==> config.mk <==
export PLATFORM = sky130hd
export DESIGN_NAME = cache_access_driver_flat
export DESIGN_NICKNAME = d
export VERILOG_FILES = /design/src/rtl/cache_access_driver_pkg.sv /design/src/rtl/cache_access_driver_if.sv /design/src/rtl/cache_access_driver_addr_gen.sv /design/src/rtl/cache_access_driver.sv /design/src/flat_wrapper.sv
export SDC_FILE = /design/constraint.sdc
export NUM_CORES = 1
export LEC_CHECK = 0
export ABC_AREA = 1
export CAP_MARGIN = 15
export CORE_MARGIN = 2
export CORE_UTILIZATION = 35
export DETAILED_ROUTE_END_ITERATION = 16
export GPL_TIMING_DRIVEN = 0
export SYNTH_ARGS = -nofsm -noshare
export SYNTH_HDL_FRONTEND = slang
export SYNTH_SLANG_ARGS = --single-unit
export TNS_END_PERCENT = 5
==> constraint.sdc <==
create_clock -name clk -period 5.5 [get_ports clk]
set_clock_uncertainty 0.05 [all_clocks]
set_input_delay 0.55 -clock clk [delete_from_list [all_inputs] [get_ports clk]]
set_output_delay 0.55 -clock clk [all_outputs]
set_load 0.1 [all_outputs]
==> src/rtl/cache_access_driver_pkg.sv <==
// Shared types and constants for the cache access driver slice.
package cache_pkg;

    typedef enum logic [1:0] {
        OP_READ  = 2'b00,
        OP_WRITE = 2'b01,
        OP_WR_RD = 2'b10,
        OP_ALT   = 2'b11
    } op_mode_e;

    typedef enum logic [1:0] {
        IDLE,
        ISSUE,
        DRAIN,
        DONE
    } drv_state_e;

    localparam int unsigned DATA_W = 8;

    function automatic logic [DATA_W-1:0] data_pattern(input logic [DATA_W-1:0] addr_lo,
                                                       input logic [DATA_W-1:0] seed);
        return addr_lo ^ seed;
    endfunction

endpackage

==> src/rtl/cache_access_driver_if.sv <==
// Byte-wide cache port: master drives the request, slave returns the registered response.
interface cache_access_driver_if
    import cache_pkg::*;
#(
    parameter int unsigned ADDR_WIDTH = 32
);
    logic [ADDR_WIDTH-1:0] cache_addr;
    logic [DATA_W-1:0]     cache_wr_data;
    logic                  cache_wr_en;
    logic [DATA_W-1:0]     cache_rd_data;
    logic                  cache_hit;
    logic                  cache_miss;

    modport master (
        output cache_addr, cache_wr_data, cache_wr_en,
        input  cache_rd_data, cache_hit, cache_miss
    );

    modport slave (
        input  cache_addr, cache_wr_data, cache_wr_en,
        output cache_rd_data, cache_hit, cache_miss
    );
endinterface

==> src/rtl/cache_access_driver_addr_gen.sv <==
// Access address generator: index counter, pass bit and running base+stride accumulator.
module cache_addr_gen
    import cache_pkg::*;
#(
    parameter int unsigned ADDR_WIDTH = 32,
    parameter int unsigned CNT_WIDTH  = 16
) (
    input  logic                  clk,
    input  logic                  reset,
    input  logic                  load_i,
    input  logic                  adv_i,
    input  logic                  two_pass_i,
    input  logic [ADDR_WIDTH-1:0] base_i,
    input  logic [ADDR_WIDTH-1:0] stride_i,
    input  logic [CNT_WIDTH-1:0]  count_i,
    output logic [ADDR_WIDTH-1:0] addr_o,
    output logic [DATA_W-1:0]     nxt_byte_o,
    output logic                  idx_odd_o,
    output logic                  pass_o,
    output logic                  last_in_pass_o,
    output logic                  last_all_o
);

    logic [ADDR_WIDTH-1:0] base_q, stride_q, addr_q, addr_d;
    logic [CNT_WIDTH-1:0]  cnt_q, idx_q;
    logic                  pass_q, two_pass_q;

    assign last_in_pass_o = (idx_q == cnt_q - CNT_WIDTH'(1));
    assign last_all_o     = last_in_pass_o && (!two_pass_q || pass_q);
    // The second pass restarts from base rather than continuing the stride walk.
    assign addr_d         = last_in_pass_o ? base_q : addr_q + stride_q;
    assign nxt_byte_o     = addr_d[DATA_W-1:0];
    assign addr_o         = addr_q;
    assign idx_odd_o      = idx_q[0];
    assign pass_o         = pass_q;

    always_ff @(posedge clk) begin
        if (reset) begin
            base_q     <= '0;
            stride_q   <= '0;
            cnt_q      <= '0;
            idx_q      <= '0;
            pass_q     <= 1'b0;
            two_pass_q <= 1'b0;
            addr_q     <= '0;
        end else if (load_i) begin
            base_q     <= base_i;
            stride_q   <= stride_i;
            cnt_q      <= count_i;
            idx_q      <= '0;
            pass_q     <= 1'b0;
            two_pass_q <= two_pass_i;
            addr_q     <= base_i;
        end else if (adv_i) begin
            idx_q  <= last_in_pass_o ? '0 : idx_q + CNT_WIDTH'(1);
            pass_q <= pass_q | last_in_pass_o;
            addr_q <= addr_d;
        end
    end

endmodule

==> src/rtl/cache_access_driver.sv <==
// Cache traffic source: issues a programmed access sequence and tallies hit/miss responses.
// Optional read-data checking is enabled by defining CACHE_ACCESS_DRIVER_CHECK_EN.
module cache_access_driver
    import cache_pkg::*;
#(
    parameter int unsigned ADDR_WIDTH = 32,
    parameter int unsigned CNT_WIDTH  = 16
) (
    input  logic                  clk,
    input  logic                  reset,
    input  logic                  start,
    input  logic [ADDR_WIDTH-1:0] base_addr,
    input  logic [ADDR_WIDTH-1:0] stride,
    input  logic [CNT_WIDTH-1:0]  count,
    input  logic [1:0]            op_mode,
    input  logic [7:0]            seed,
    output logic                  busy,
    output logic                  done,
    cache_access_driver_if.master cache,
    output logic [CNT_WIDTH-1:0]  hit_count,
    output logic [CNT_WIDTH-1:0]  miss_count,
    output logic [CNT_WIDTH-1:0]  mismatch_count
);

    drv_state_e            state_q, state_d;
    op_mode_e              mode_q;
    logic [DATA_W-1:0]     seed_q, wr_data_q, nxt_byte;
    logic [ADDR_WIDTH-1:0] addr_q;
    logic [CNT_WIDTH-1:0]  hit_q, miss_q;
    logic                  busy_q, done_q, wr_en_q, pend_q;
    logic                  load, adv, wr_en_d;
    logic                  idx_odd, pass, last_in_pass, last_all;

    cache_addr_gen #(
        .ADDR_WIDTH(ADDR_WIDTH),
        .CNT_WIDTH (CNT_WIDTH)
    ) u_addr_gen (
        .clk           (clk),
        .reset         (reset),
        .load_i        (load),
        .adv_i         (adv),
        .two_pass_i    (op_mode_e'(op_mode) == OP_WR_RD),
        .base_i        (base_addr),
        .stride_i      (stride),
        .count_i       (count),
        .addr_o        (addr_q),
        .nxt_byte_o    (nxt_byte),
        .idx_odd_o     (idx_odd),
        .pass_o        (pass),
        .last_in_pass_o(last_in_pass),
        .last_all_o    (last_all)
    );

    always_comb begin
        state_d = state_q;
        load    = 1'b0;
        adv     = 1'b0;
        wr_en_d = 1'b0;
        unique case (state_q)
            IDLE: if (start) begin
                load = 1'b1;
                if (count == '0) begin
                    state_d = DRAIN;
                end else begin
                    state_d = ISSUE;
                    wr_en_d = (op_mode_e'(op_mode) != OP_READ);
                end
            end
            ISSUE: if (last_all) begin
                state_d = DRAIN;
            end else begin
                adv = 1'b1;
                // wr_en describes the access about to be presented, hence the look-ahead terms.
                unique case (mode_q)
                    OP_READ:  wr_en_d = 1'b0;
                    OP_WRITE: wr_en_d = 1'b1;
                    OP_WR_RD: wr_en_d = !(pass || last_in_pass);
                    OP_ALT:   wr_en_d = idx_odd;
                endcase
            end
            DRAIN: state_d = DONE;
            DONE:  state_d = IDLE;
        endcase
    end

    always_ff @(posedge clk) begin
        if (reset) begin
            state_q   <= IDLE;
            mode_q    <= OP_READ;
            seed_q    <= '0;
            busy_q    <= 1'b0;
            done_q    <= 1'b0;
            wr_en_q   <= 1'b0;
            wr_data_q <= '0;
            pend_q    <= 1'b0;
            hit_q     <= '0;
            miss_q    <= '0;
        end else begin
            state_q <= state_d;
            busy_q  <= (state_d == ISSUE) || (state_d == DRAIN);
            done_q  <= (state_d == DONE);
            wr_en_q <= wr_en_d;
            pend_q  <= (state_q == ISSUE);
            if (load) begin
                mode_q    <= op_mode_e'(op_mode);
                seed_q    <= seed;
                wr_data_q <= data_pattern(base_addr[DATA_W-1:0], seed);
                hit_q     <= '0;
                miss_q    <= '0;
            end else begin
                if (adv) wr_data_q <= data_pattern(nxt_byte, seed_q);
                if (pend_q) begin
                    if (cache.cache_hit) begin
                        if (hit_q != '1) hit_q <= hit_q + CNT_WIDTH'(1);
                    end else if (cache.cache_miss) begin
                        if (miss_q != '1) miss_q <= miss_q + CNT_WIDTH'(1);
                    end
                end
            end
        end
    end

`ifdef CACHE_ACCESS_DRIVER_CHECK_EN
    logic [DATA_W-1:0]    pend_addr_q;
    logic                 pend_rd_q;
    logic [CNT_WIDTH-1:0] mism_q;

    always_ff @(posedge clk) begin
        if (reset) begin
            pend_addr_q <= '0;
            pend_rd_q   <= 1'b0;
            mism_q      <= '0;
        end else begin
            pend_addr_q <= addr_q[DATA_W-1:0];
            pend_rd_q   <= !wr_en_q;
            if (load) begin
                mism_q <= '0;
            end else if (pend_q && pend_rd_q && cache.cache_hit &&
                         cache.cache_rd_data != data_pattern(pend_addr_q, seed_q) &&
                         mism_q != '1) begin
                mism_q <= mism_q + CNT_WIDTH'(1);
            end
        end
    end

    assign mismatch_count = mism_q;
`else
    logic unused_rd_data;
    assign unused_rd_data = ^cache.cache_rd_data;
    assign mismatch_count = '0;
`endif

    assign busy                = busy_q;
    assign done                = done_q;
    assign hit_count           = hit_q;
    assign miss_count          = miss_q;
    assign cache.cache_addr    = addr_q;
    assign cache.cache_wr_data = wr_data_q;
    assign cache.cache_wr_en   = wr_en_q;

endmodule

==> src/flat_wrapper.sv <==
// flat-port wrapper written by rule: the top's interface ports become plain ports
module cache_access_driver_flat import cache_pkg::*;
#(
    parameter int unsigned ADDR_WIDTH = 32,
    parameter int unsigned CNT_WIDTH  = 16
)
  (clk, reset, start, base_addr, stride, count, op_mode, seed, busy, done, hit_count, miss_count, mismatch_count, cache_cache_addr, cache_cache_wr_data, cache_cache_wr_en, cache_cache_rd_data, cache_cache_hit, cache_cache_miss);
  cache_access_driver_if #(.ADDR_WIDTH(ADDR_WIDTH)) cache_i ();
  input  logic clk;
  input  logic reset;
  input  logic start;
  input  logic [ADDR_WIDTH-1:0] base_addr;
  input  logic [ADDR_WIDTH-1:0] stride;
  input  logic [CNT_WIDTH-1:0] count;
  input  logic [1:0] op_mode;
  input  logic [7:0] seed;
  output logic busy;
  output logic done;
  output logic [CNT_WIDTH-1:0] hit_count;
  output logic [CNT_WIDTH-1:0] miss_count;
  output logic [CNT_WIDTH-1:0] mismatch_count;
  output wire logic [$bits(cache_i.cache_addr)-1:0] cache_cache_addr;
  output wire logic [$bits(cache_i.cache_wr_data)-1:0] cache_cache_wr_data;
  output wire logic [$bits(cache_i.cache_wr_en)-1:0] cache_cache_wr_en;
  input wire logic [$bits(cache_i.cache_rd_data)-1:0] cache_cache_rd_data;
  input wire logic [$bits(cache_i.cache_hit)-1:0] cache_cache_hit;
  input wire logic [$bits(cache_i.cache_miss)-1:0] cache_cache_miss;
  assign cache_cache_addr = cache_i.cache_addr;
  assign cache_cache_wr_data = cache_i.cache_wr_data;
  assign cache_cache_wr_en = cache_i.cache_wr_en;
  assign cache_i.cache_rd_data = cache_cache_rd_data;
  assign cache_i.cache_hit = cache_cache_hit;
  assign cache_i.cache_miss = cache_cache_miss;
  cache_access_driver #(.ADDR_WIDTH(ADDR_WIDTH), .CNT_WIDTH(CNT_WIDTH)) u_core (.clk(clk), .reset(reset), .start(start), .base_addr(base_addr), .stride(stride), .count(count), .op_mode(op_mode), .seed(seed), .busy(busy), .done(done), .cache(cache_i), .hit_count(hit_count), .miss_count(miss_count), .mismatch_count(mismatch_count));
endmodule
# Word level (Yosys, flattened, before mapping)

Index checks and enable logic that the tools add are counted.

Register bits after elaboration: 186
Output and inout port bits: 91

Add/subtract/negate cells: 5
Equal/unequal tests: 13
Multiplexer cells: 19
Bitwise logic cells: 4
Reduce and logical (&&, ||, !) cells: 14

Operator list:

| kind                    | number |
|---|---|
| $mux W32                | 3 |
| $add A16 B1 Y16 const B | 3 |
| $add A32 B32 Y32        | 1 |
| $ne A16 B16 Y1 const B  | 2 |
| $eq A16 B16 Y1          | 1 |
| $logic_not A16 Y1       | 1 |
| $mux W16                | 1 |
| $mux W8                 | 2 |
| $sub A16 B1 Y16 const B | 1 |
| $xor A8 B8 Y8           | 2 |
| $eq A2 B2 Y1 const B    | 7 |
| $pmux W2 S4             | 1 |
| $mux W1                 | 7 |
| $eq A2 B1 Y1 const B    | 3 |
| $mux W2                 | 3 |
| $logic_not A2 Y1        | 2 |
| $pmux W1 S4             | 1 |
| $reduce_and A4 Y1       | 1 |
| $reduce_bool A2 Y1      | 2 |
| $logic_or A1 B1 Y1      | 3 |
| $reduce_and A3 Y1       | 1 |
| $logic_not A1 Y1        | 2 |
| $pmux W1 S2             | 1 |
| $reduce_or A2 Y1        | 1 |
| other kinds (3)         | 3 |

# Longest topological paths before layout

Gate-level depths: netlist of the first run.

Word-level depth: 7
Gate-level depth with buffers: 18
Mapped depth without buffers: 17

# Modules after synthesis

Synthesis of the first run repeated with hierarchy kept, for this count alone.

Cell total of the unflattened synthesis: 1,805
Area, all modules: 11,628.7 um^2

By module, submodules not included:

| module              | times used | cells each | area each (um^2) | sequential area each (um^2) |
|---|---|---|---|---|
| cache_addr_gen      | 1          | 1,319      | 8,350.5          | 2,602.5 |
| cache_access_driver | 1          | 486        | 3,278.1          | 1,121.1 |

# Worst setup path before layout of the first run

No wires, ideal clock.

Path kind: register to register
Start point: register u_core.u_addr_gen.addr_q[0] (netlist: u_core.u_addr_gen.addr_o[0])
End point: register u_core.u_addr_gen.addr_q[22] (netlist: u_core.u_addr_gen.addr_o[22])
Library setup time: 118 ps
Arrival time: 2,571 ps
Required time: 5,332 ps
Path slack: 2,762 ps
Cell stages (with the launch flop): 13
Buffers on the path: 0
Cells stage by stage: dfxtp_1 ha_1 fa_1 nand3_1 nand2_1 a21oi_1 o21ai_0 nand3_1 nand2_1 xnor2_1 nand2_1 a21oi_1 nor2_1

Longest elaborated chain between the ends: 4

RTL lines:

| what                   | RTL line                           | RTL |
|---|---|---|
| from (decl)            | cache_access_driver_addr_gen.sv:24 | `logic [ADDR_WIDTH-1:0] base_q, stride_q, addr_q, addr_d;` |
| from (signal assigned) | cache_access_driver_addr_gen.sv:53 | `addr_q <= base_i;` |
| from (signal assigned) | cache_access_driver_addr_gen.sv:57 | `addr_q <= addr_d;` |
| $add A32 B32 Y32       | cache_access_driver_addr_gen.sv:31 | `assign addr_d = last_in_pass_o ? base_q : addr_q + stride_q;` |
| $mux W32               | cache_access_driver_addr_gen.sv:31 |  |
| $mux W32               | cache_access_driver_addr_gen.sv:54 | `end else if (adv_i) begin` |
| $mux W32               | cache_access_driver_addr_gen.sv:46 | `end else if (load_i) begin` |

No other way between the ends. The select of a mux whose other input is x is not followed.
A chain may end at the register's enable or synchronous reset.

# Worst setup path after layout of the first run

Start point: input start
End point: register u_core.u_addr_gen.cnt_q[3]

Longest elaborated chain between the ends: 2

RTL lines:

| what                 | RTL line                           | RTL |
|---|---|---|
| from (decl)          | flat_wrapper.sv:11                 | `input logic start;` |
| $mux W1              | cache_access_driver.sv:60          | `IDLE: if (start) begin` |
| $mux W1              | cache_access_driver.sv:59          | `unique case (state_q)` |
| to (signal assigned) | cache_access_driver_addr_gen.sv:49 | `cnt_q <= count_i;` |
| to (decl)            | cache_access_driver_addr_gen.sv:25 | `logic [CNT_WIDTH-1:0] cnt_q, idx_q;` |

No other way between the ends.

==> results of run 1 <==
-- final timing paths --
path,start,endpoint,slack [ns],cells after the start
worst max-delay path,start,u_core.u_addr_gen.cnt_q[3],2.44,7
worst min-delay path,u_core.u_addr_gen.base_q[17],u_core.u_addr_gen.base_q[17],0.42,2
worst max register to register,u_core.state_q[0],u_core.u_addr_gen.cnt_q[3],2.56,7
worst min register to register,u_core.u_addr_gen.base_q[17],u_core.u_addr_gen.base_q[17],0.42,2
-- layout make-up --
class,count,area (um2),area share
sequential,186,3724,0.2669
buffer,77,431.7,0.03094
inverter,171,641.9,0.04601
clock buffer,17,425.4,0.03050
clock inverter,14,176.4,0.01265
multi-input combinational,1257,6366,0.4564
tap,402,503.0,0.03606
timing repair buffer,168,1682,0.1205
-- power breakdown --
group	switching, uW	internal (uW)	leakage (uW)
logic	934	410	0.00407
clock network	635	654	0.000288
registers	77.2	1440	0.00153
total	1650	2510	0.00589
-- state kept, by name, summed over array words and instances, names as in the netlist, 2 cells and up --
register / count
u_core.u_addr_gen.stride_q: 32
u_core.cache.cache_wr_data: 8
u_core.u_addr_gen.base_q: 32
u_core.u_addr_gen.idx_q: 16
u_core.seed_q: 8
u_core.hit_count: 16
u_core.state_q: 2
u_core.u_addr_gen.addr_o: 32
u_core.mode_q: 2
u_core.u_addr_gen.cnt_q: 16
u_core.miss_count: 16
-- metrics by stage --
stage	area, um2	utilization	cells	setup slack, ns
after CTS	13950	0.4444	2292	2.378
final	13950	0.4444	2292	2.438
after detailed placement	13350	0.4252	2261	1.927
after global routing	13950	0.4444	2292	2.189
after global placement	13350	0.4252	2261	1.938
after floorplan	11160	-	1691	2.762
-- Yosys cell counts, drive strengths merged --
cell | instances | area (um2)
o22ai | 34 | 212.7
fa | 1 | 20.02
dfxtp | 186 | 3724
a31oi | 1 | 6.260
conb | 1 | 3.750
nor2 | 251 | 1030
and2 | 1 | 6.260
o21a | 4 | 30.03
xnor2 | 20 | 175.2
o21bai | 1 | 7.510
nor3 | 18 | 90.09
o211ai | 2 | 15.01
nand3b | 19 | 142.6
buf | 37 | 279.0
ha | 35 | 437.9
inv | 170 | 638.1
clkinv | 1 | 3.750
nor4 | 10 | 62.56
xor2 | 39 | 349.1
nand4 | 17 | 106.4
nand3 | 107 | 553.0
nor3b | 1 | 7.510
a21boi | 8 | 60.06
a211oi | 1 | 7.510
or2 | 4 | 25.02
a21o | 2 | 15.01
nand2 | 383 | 1490
a31o | 1 | 8.760
and3b | 1 | 8.760
o21ai | 133 | 665.6
clkbuf | 40 | 152.6
a21oi | 147 | 773.3
-- cell families (layout without fill, tap and decap cells) --
| group | Yosys count | count (layout) |
|---|---|---|
| AO/OA/AOI/OAI | 334 | 334 |
| adder cells (fa/ha/maj) | 36 | 36 |
| other | 1 | 16 |
| XOR/XNOR | 59 | 59 |
| AND/OR/NAND/NOR | 812 | 812 |
| flip-flops | 186 | 186 |
| buffers and inverters | 248 | 447 |
-- critical path, delay by kind of cell --
| family | cells | cell delay [ns] |
|---|---|---|
| AO/OA/AOI/OAI | 2 | 0.38 |
| buffers and inverters | 4 | 2.23 |
| AND/OR/NAND/NOR | 1 | 0.21 |
-- metal layers --
layer  track usage  part of all wire
met1        0.2943              0.46
met2        0.3823              0.47
met3       0.03193             0.047
met4       0.06129             0.023
met5             0                 0
==> qor.yml, run 1 <==
status: "finished, final reports clean"
worstPathRequired_ns: 5.81
yosys_register_bits: 186
fin_setup_tns_ns: 0
cts_tree: "yes"
clockRootBuffer: "clkbuf_16"
rsz0062_at_grt: "no"
syn_inst: 1676
grt_use_total: 0.2235
hold_class: "register to register"
port_buffers: 168
avgRoutedWirePerCell_um: 16.20
yosysWarnings: 0
grt_max_degree: 20
setup_violations: 0
cp-start-kind: "input port"
layout_common_cells: "nand2_1, nor2_1, dfxtp_1"
htree_levels: 4
synthSimpleGateAreaFrac: 0.3171
place_congestion: 0.9228
die_w_um: 182.1
finalNetCount: 2017
cts.clk_slew.worst_paths_ns: 0.08
initial_core_util: 0.3538
fillCellCount: 3248
power_density_nw_per_um2: 297.5
crit_chain: "clkdlybuf4s50_1 -> nand2_1 -> clkbuf_1 -> clkbuf_1 -> clkbuf_1 -> o21ai_0 -> a21oi_1"
rows: 65
final-hold-violation-count: 0
cts_setup_buffers: 0
synth_top_family_by_area: "simple AND/OR/NAND/NOR gates"
synth_xor_area_frac: 0.04720
dp_hpwl_um: 29770
n_antenna_cell: 0
synth_fa_ha_area_frac: 0.04123
path_common_cell: "clkbuf_1"
critPathKind: "input port to register"
core_region_area_um2: 31390
cts_buffers: 17
drc_errors: 0
drtIter0Drc: 535
final.period_utilization: 0.5567
final-max-slew-violation-count: 0
drive_gt1_frac: 0.06402
drt-pass1-iter-count: 5
grt_pass1_vias: 11150
drv_cap: 0
antenna_left: 0
crit_path_end_kind: "register"
yosysUniqueCellTypes: 50
dieArea_um2: 33180
post_cts_resize_count: 0
clock.fmax_mhz: 326.6
max_stage_delay_ns: 0.73
crit_fanout: 10
grt-ovfl-total: 0
synth_compound_area_frac: 0.1622
ys_seq_area_frac: 0.3352
vias: 11500
viasPerCell: 5.018
wirelength_um: 37140
slew_headroom: 0.3157
avgSynthCellArea_um2: 6.627
die_h_um: 182.1
ir_drop_mv: 0.2169
antenna_found_initial: 0
syn_to_final_growth_pct: 25.59
grt_pass1_wl_um: 58670
worstPathArrival_ns: 3.37
clockBufferDepth: 2
holdBufCountCts: 0
synthMuxAreaShare: 0
slowest_stage: "clkbuf_1"
clk_latency_ns: 0.45
min_period_ns: 3.062
power_uw: 4150
worstMarginPinSlew_ns: 1.023
leakagePower_uw: 0.005890
mostFrequentLayoutCell: "nand2_1"
ioPinCount: 194
syn_area_um2: 11110
clock_sinks: 186
timing.hold.ws_ns: 0.4192
No activity file was read; power rests on OpenSTA's default activity.
==> run 2: changes to the inputs <==
==> constraint.sdc (replaced) <==
create_clock -name clk -period 2.94 [get_ports clk]
set_clock_uncertainty 0.05 [all_clocks]
set_input_delay 0.294 -clock clk [delete_from_list [all_inputs] [get_ports clk]]
set_output_delay 0.294 -clock clk [all_outputs]
set_load 0.1 [all_outputs]
==> run 2 against run 1 <==
Compared with the run above:
- design area about the same
- global-route usage unchanged
- first-iteration DRC count up 16%
- clock-buffer cell count unchanged
- sequential share of layout area about the same
- wire length up 0.20%
- critical path depth up 7
- register-to-register slack worse by 2.4 ns
- final cell count unchanged
- sequential power up 87%
- die area unchanged
- non-clock buffer count unchanged
- critical path type is now register to register
- critical endpoint is now u_core.u_addr_gen.addr_o[18]
- largest cell class unchanged
- largest power group unchanged
- highest routed layer unchanged
==> qor.yml, run 2 (synthesis gave the netlist of run 1 again) <==
drc_errors: 0
worstPathArrival_ns: 3.03
final-hold-violation-count: 0
final-max-slew-violation-count: 0
post_dp_cell_area_um2: 13350
crit_path_end_kind: "register"
min_period_ns: 2.759
setup_ws_ns: 0.1812
setup_violations: 0
drv_cap: 0
die_h_um: 182.1
power_density_nw_per_um2: 557.0
finalNetCount: 2017
drtIter0Drc: 618
grt_max_degree: 20
ir_drop_mv: 0.4073
worstMarginPinSlew_ns: 1.023
use_met2: 0.3823
final.period_utilization: 0.9384
crit_fanout: 5
syn_to_final_growth_pct: 25.71
layout_common_cells: "nand2_1, nor2_1, dfxtp_1"
clkPwrFrac: 0.311
port_buffers: 168
place_congestion: 0.9228
clk_latency_ns: 0.45
grt-ovfl-total: 0
p_seq_frac: 0.365
worstPathRequired_ns: 3.21
grtUsageMet3: 0.03193
die_w_um: 182.1
leakagePower_uw: 0.005895
htree_levels: 4
grt_use_total: 0.2235
clock_sinks: 186
cp-start-kind: "register"
mostFrequentLayoutCell: "nand2_1"
power.switching_uw: 3089
clockRootBuffer: "clkbuf_16"
viasPerCell: 5.027
initial_core_util: 0.3538
antenna_left: 0
rsz0062_at_grt: "yes"
n_antenna_cell: 0
met1_usage: 0.2943
final_cell_area_um2: 13960
busiest_layer: "met2"
core_region_area_um2: 31390
cts_tree: "yes"
ioPinCount: 194
vias: 11520
holdBufCountCts: 0
hold_class: "input port to register"
switching_share: 0.3972
wirelength_um: 37210
drive_gt1_frac: 0.06614
avgRoutedWirePerCell_um: 16.23
status: "finished, final reports clean"
rows: 65
slew_headroom: 0.3158
cts_setup_buffers: 0
grt_pass1_vias: 11150
grt_pass1_wl_um: 58670
antenna_found_initial: 0
cts.clk_slew.worst_paths_ns: 0.09
p_int_uw: 4687
cts_buffers: 17
dieArea_um2: 33180
place_ws_ns: -0.3765
clockBufferDepth: 2
p_comb_frac: 0.324
dp_hpwl_um: 29770
drt-pass1-iter-count: 5
critPathKind: "register to register"
clock.fmax_mhz: 362.5
[run 2: final cells by class]
class / instances / area [um2]
clock buffers: 17 / 425.4
fillers: 3244 / 17430
repair buffers: 168 / 1682
multi-input cells: 1257 / 6376
clock inverters: 14 / 176.4
inverters: 171 / 641.9
well taps: 402 / 503.0
plain buffers: 77 / 434.2
flip-flops and latches: 186 / 3724
[run 2: metal layers]
| layer | share of wire | vias up | wire [um] |
|---|---|---|---|
| li1 | - | 5853 | - |
| met1 | 0.47 | 5316 | 17300 |
| met2 | 0.47 | 314 | 17520 |
| met3 | 0.046 | 39 | 1708 |
| met4 | 0.018 | 0 | 680 |
| met5 | 0 | - | 0 |
[run 2: critical path, stage by stage, from the launching register on]
cell and delay, ns:
dfxtp_1 0.35, ha_1 0.24, fa_1 0.41, nand3_1 0.10
nand2_1 0.14, nand2_1 0.09, nand2_1 0.15, nand2_1 0.10
nand2_1 0.14, nand3_1 0.11, nand2_1 0.07, xnor2_1 0.22
nand2_1 0.08, a21oi_1 0.33, nor2_1 0.06
[run 2: per-stage QoR]
step	power [uW]	cells	util	hold slack, ns	setup TNS (ns)
6_report	7776	2292	0.4448	0.3706	0
3_5_place_dp	5390	2261	0.4252	0.4072	-4.903
5_1_grt	8149	2292	0.4448	0.3884	-0.01530
3_3_place_gp	5384	2261	0.4252	0.4003	-4.422
2_1_floorplan	4670	1691	-	0.3555	0
4_1_cts	7794	2292	0.4444	0.3624	0
[run 2: what timing repair did]
item	in CTS	in global routing
resized for setup	1	7
setup endpoints to repair	3	32
pin swaps	0	1
[run 2: path summary, 6_finish.rpt]
kind,start,to,slack [ns],depth (start not counted)
hold reg to reg,u_core.u_addr_gen.base_q[27],u_core.u_addr_gen.base_q[27],0.42,2
setup reg to reg,u_core.u_addr_gen.addr_o[0],u_core.u_addr_gen.addr_o[18],0.18,14
setup / recovery,u_core.u_addr_gen.addr_o[0],u_core.u_addr_gen.addr_o[18],0.18,14
hold / removal,count[11],u_core.u_addr_gen.cnt_q[11],0.37,3
[run 2: power groups by stage]
| stage | Sequential (uW) | Clock, uW | Combinational, uW |
|---|---|---|---|
| 2_1_floorplan | 3390 | 0 | 1280 |
| 3_3_place_gp | 2900 | 0 | 2490 |
| 3_5_place_dp | 2900 | 0 | 2490 |
| 4_1_cts | 2840 | 2450 | 2500 |
| 5_1_grt | 2860 | 2550 | 2740 |
| 6_report | 2840 | 2420 | 2520 |
==> run 3: changes to the inputs <==
--- a/config.mk
+++ b/config.mk
@@ -11,6 +11,7 @@
 export CORE_UTILIZATION = 35
 export DETAILED_ROUTE_END_ITERATION = 16
 export GPL_TIMING_DRIVEN = 0
+export SKIP_LAST_GASP = 1
 export SYNTH_ARGS = -nofsm -noshare
 export SYNTH_HDL_FRONTEND = slang
 export SYNTH_SLANG_ARGS = --single-unit
==> constraint.sdc (replaced) <==
create_clock -name clk -period 3.05 [get_ports clk]
set_clock_uncertainty 0.05 [all_clocks]
set_input_delay 0.305 -clock clk [delete_from_list [all_inputs] [get_ports clk]]
set_output_delay 0.305 -clock clk [all_outputs]
set_load 0.1 [all_outputs]
==> run 3 against run 2 <==
Compared with the run above:
- sequential cell count stayed put
- final cell count is the same
- clock-buffer cell count unchanged
- combinational power shrank 4%
- design area barely moved
- first-iteration DRC count fell by 13%
- critical path type unchanged
- largest power group unchanged
- highest routed layer unchanged
==> qor.yml, run 3 (synthesis gave the netlist of run 1 again) <==
port_buffers: 168
leakagePower_uw: 0.005896
power.switching_uw: 2968
critPathKind: "register to register"
grt_pass1_wl_um: 58670
place_congestion: 0.9228
syn_to_final_growth_pct: 25.66
avgRoutedWirePerCell_um: 16.21
die_h_um: 182.1
crit_path_end_kind: "register"
clockBufferDepth: 2
holdBufCountCts: 0
grt_max_degree: 20
p_seq_frac: 0.366
post_dp_cell_area_um2: 13350
grt_use_total: 0.2235
final.period_utilization: 0.9555
power_density_nw_per_um2: 536.4
final_cell_area_um2: 13960
grt-ovfl-total: 0
grt_pass1_vias: 11150
setup_violations: 0
clock.fmax_mhz: 343.1
fin_setup_tns_ns: 0
layout_common_cells: "nand2_1, nor2_1, dfxtp_1"
crit_fanout: 5
drt-pass1-iter-count: 5
drive_gt1_frac: 0.06455
core_region_area_um2: 31390
rows: 65
die_w_um: 182.1
status: "finished, final reports clean"
p_int_uw: 4518
clkPwrFrac: 0.310
clockRootBuffer: "clkbuf_16"
slew_headroom: 0.3158
p_comb_frac: 0.324
final-max-slew-violation-count: 0
viasPerCell: 5.012
drv_cap: 0
rrSetupSlack_ns: 0.14
finalNetCount: 2017
drc_errors: 0
rsz0062_at_grt: "yes"
cts_tree: "yes"
clk_latency_ns: 0.45
min_period_ns: 2.914
mostFrequentLayoutCell: "nand2_1"
drtIter0Drc: 538
cts.clk_slew.worst_paths_ns: 0.08
antenna_found_initial: 0
dieArea_um2: 33180
htree_levels: 4
cp-start-kind: "register"
cts_buffers: 17
worstMarginPinSlew_ns: 1.023
n_antenna_cell: 0
worstPathRequired_ns: 3.34
cts_setup_buffers: 0
dp_hpwl_um: 29770
initial_core_util: 0.3538
switching_share: 0.3965
timing.hold.ws_ns: 0.3831
ir_drop_mv: 0.3922
antenna_left: 0
wirelength_um: 37150
ioPinCount: 194
vias: 11490
worstPathArrival_ns: 3.20
hold_class: "input port to register"
clock_sinks: 186
final-hold-violation-count: 0
==> run 3: worst paths after layout <==
check	startpoint	endpoint	depth (start not counted)
max	u_core.u_addr_gen.addr_o[12]	u_core.u_addr_gen.addr_o[22]	11
max reg2reg	u_core.u_addr_gen.addr_o[12]	u_core.u_addr_gen.addr_o[22]	11
min reg2reg	u_core.u_addr_gen.base_q[27]	u_core.u_addr_gen.base_q[27]	2
min	count[11]	u_core.u_addr_gen.cnt_q[11]	3
==> run 3: cell type report <==
cell class / instances / area, um2
Fill cell: 3247 / 17440
Multi-Input combinational cell: 1257 / 6366
Sequential cell: 186 / 3724
Timing Repair Buffer: 168 / 1682
Inverter: 171 / 641.9
Tap cell: 402 / 503.0
Buffer: 77 / 439.2
Clock buffer: 17 / 425.4
Clock inverter: 14 / 176.4
==> run 3: timing repair <==
action | in CTS | in global routing
gates resized for setup | 0 | 4
setup endpoints to repair | 0 | 13
hold endpoints to repair | 0 | 0
==> run 3: metrics by stage <==
stage,instances,setup slack (ns),util,total power [uW]
after floorplan,1691,0.3117,-,4502
after global placement,2261,-0.2667,0.4252,5190
after detailed placement,2261,-0.2775,0.4252,5196
after CTS,2292,0.03518,0.4444,7513
after global routing,2292,-0.05468,0.4446,7854
final,2292,0.1358,0.4446,7487
==> run 3: power by group through the flow <==
stage	sequential [uW]	clock, uW	combinational, uW
2_1_floorplan	3270	0	1230
3_3_place_gp	2790	0	2400
3_5_place_dp	2790	0	2400
4_1_cts	2740	2360	2410
5_1_grt	2760	2460	2640
6_report	2740	2320	2420
==> run 3: critical path: stages (launching register included) <==
cell,delay (ns)
dfxtp_1,0.38
ha_1,0.41
nand2_1,0.09
nor2_1,0.32
nand3_1,0.11
o21ai_0,0.59
nand3_1,0.15
nand2_1,0.12
xnor2_1,0.16
nand2_1,0.08
a21oi_1,0.29
nor2_1,0.06
==> run 3: per-layer routing <==
layer  up-vias  global-route usage  part of all wire
li1       5855                   -                 -
met1      5312              0.2943              0.46
met2       279              0.3823              0.47
met3        42             0.03193             0.042
met4         0             0.06129             0.018
met5         -                   0                 0
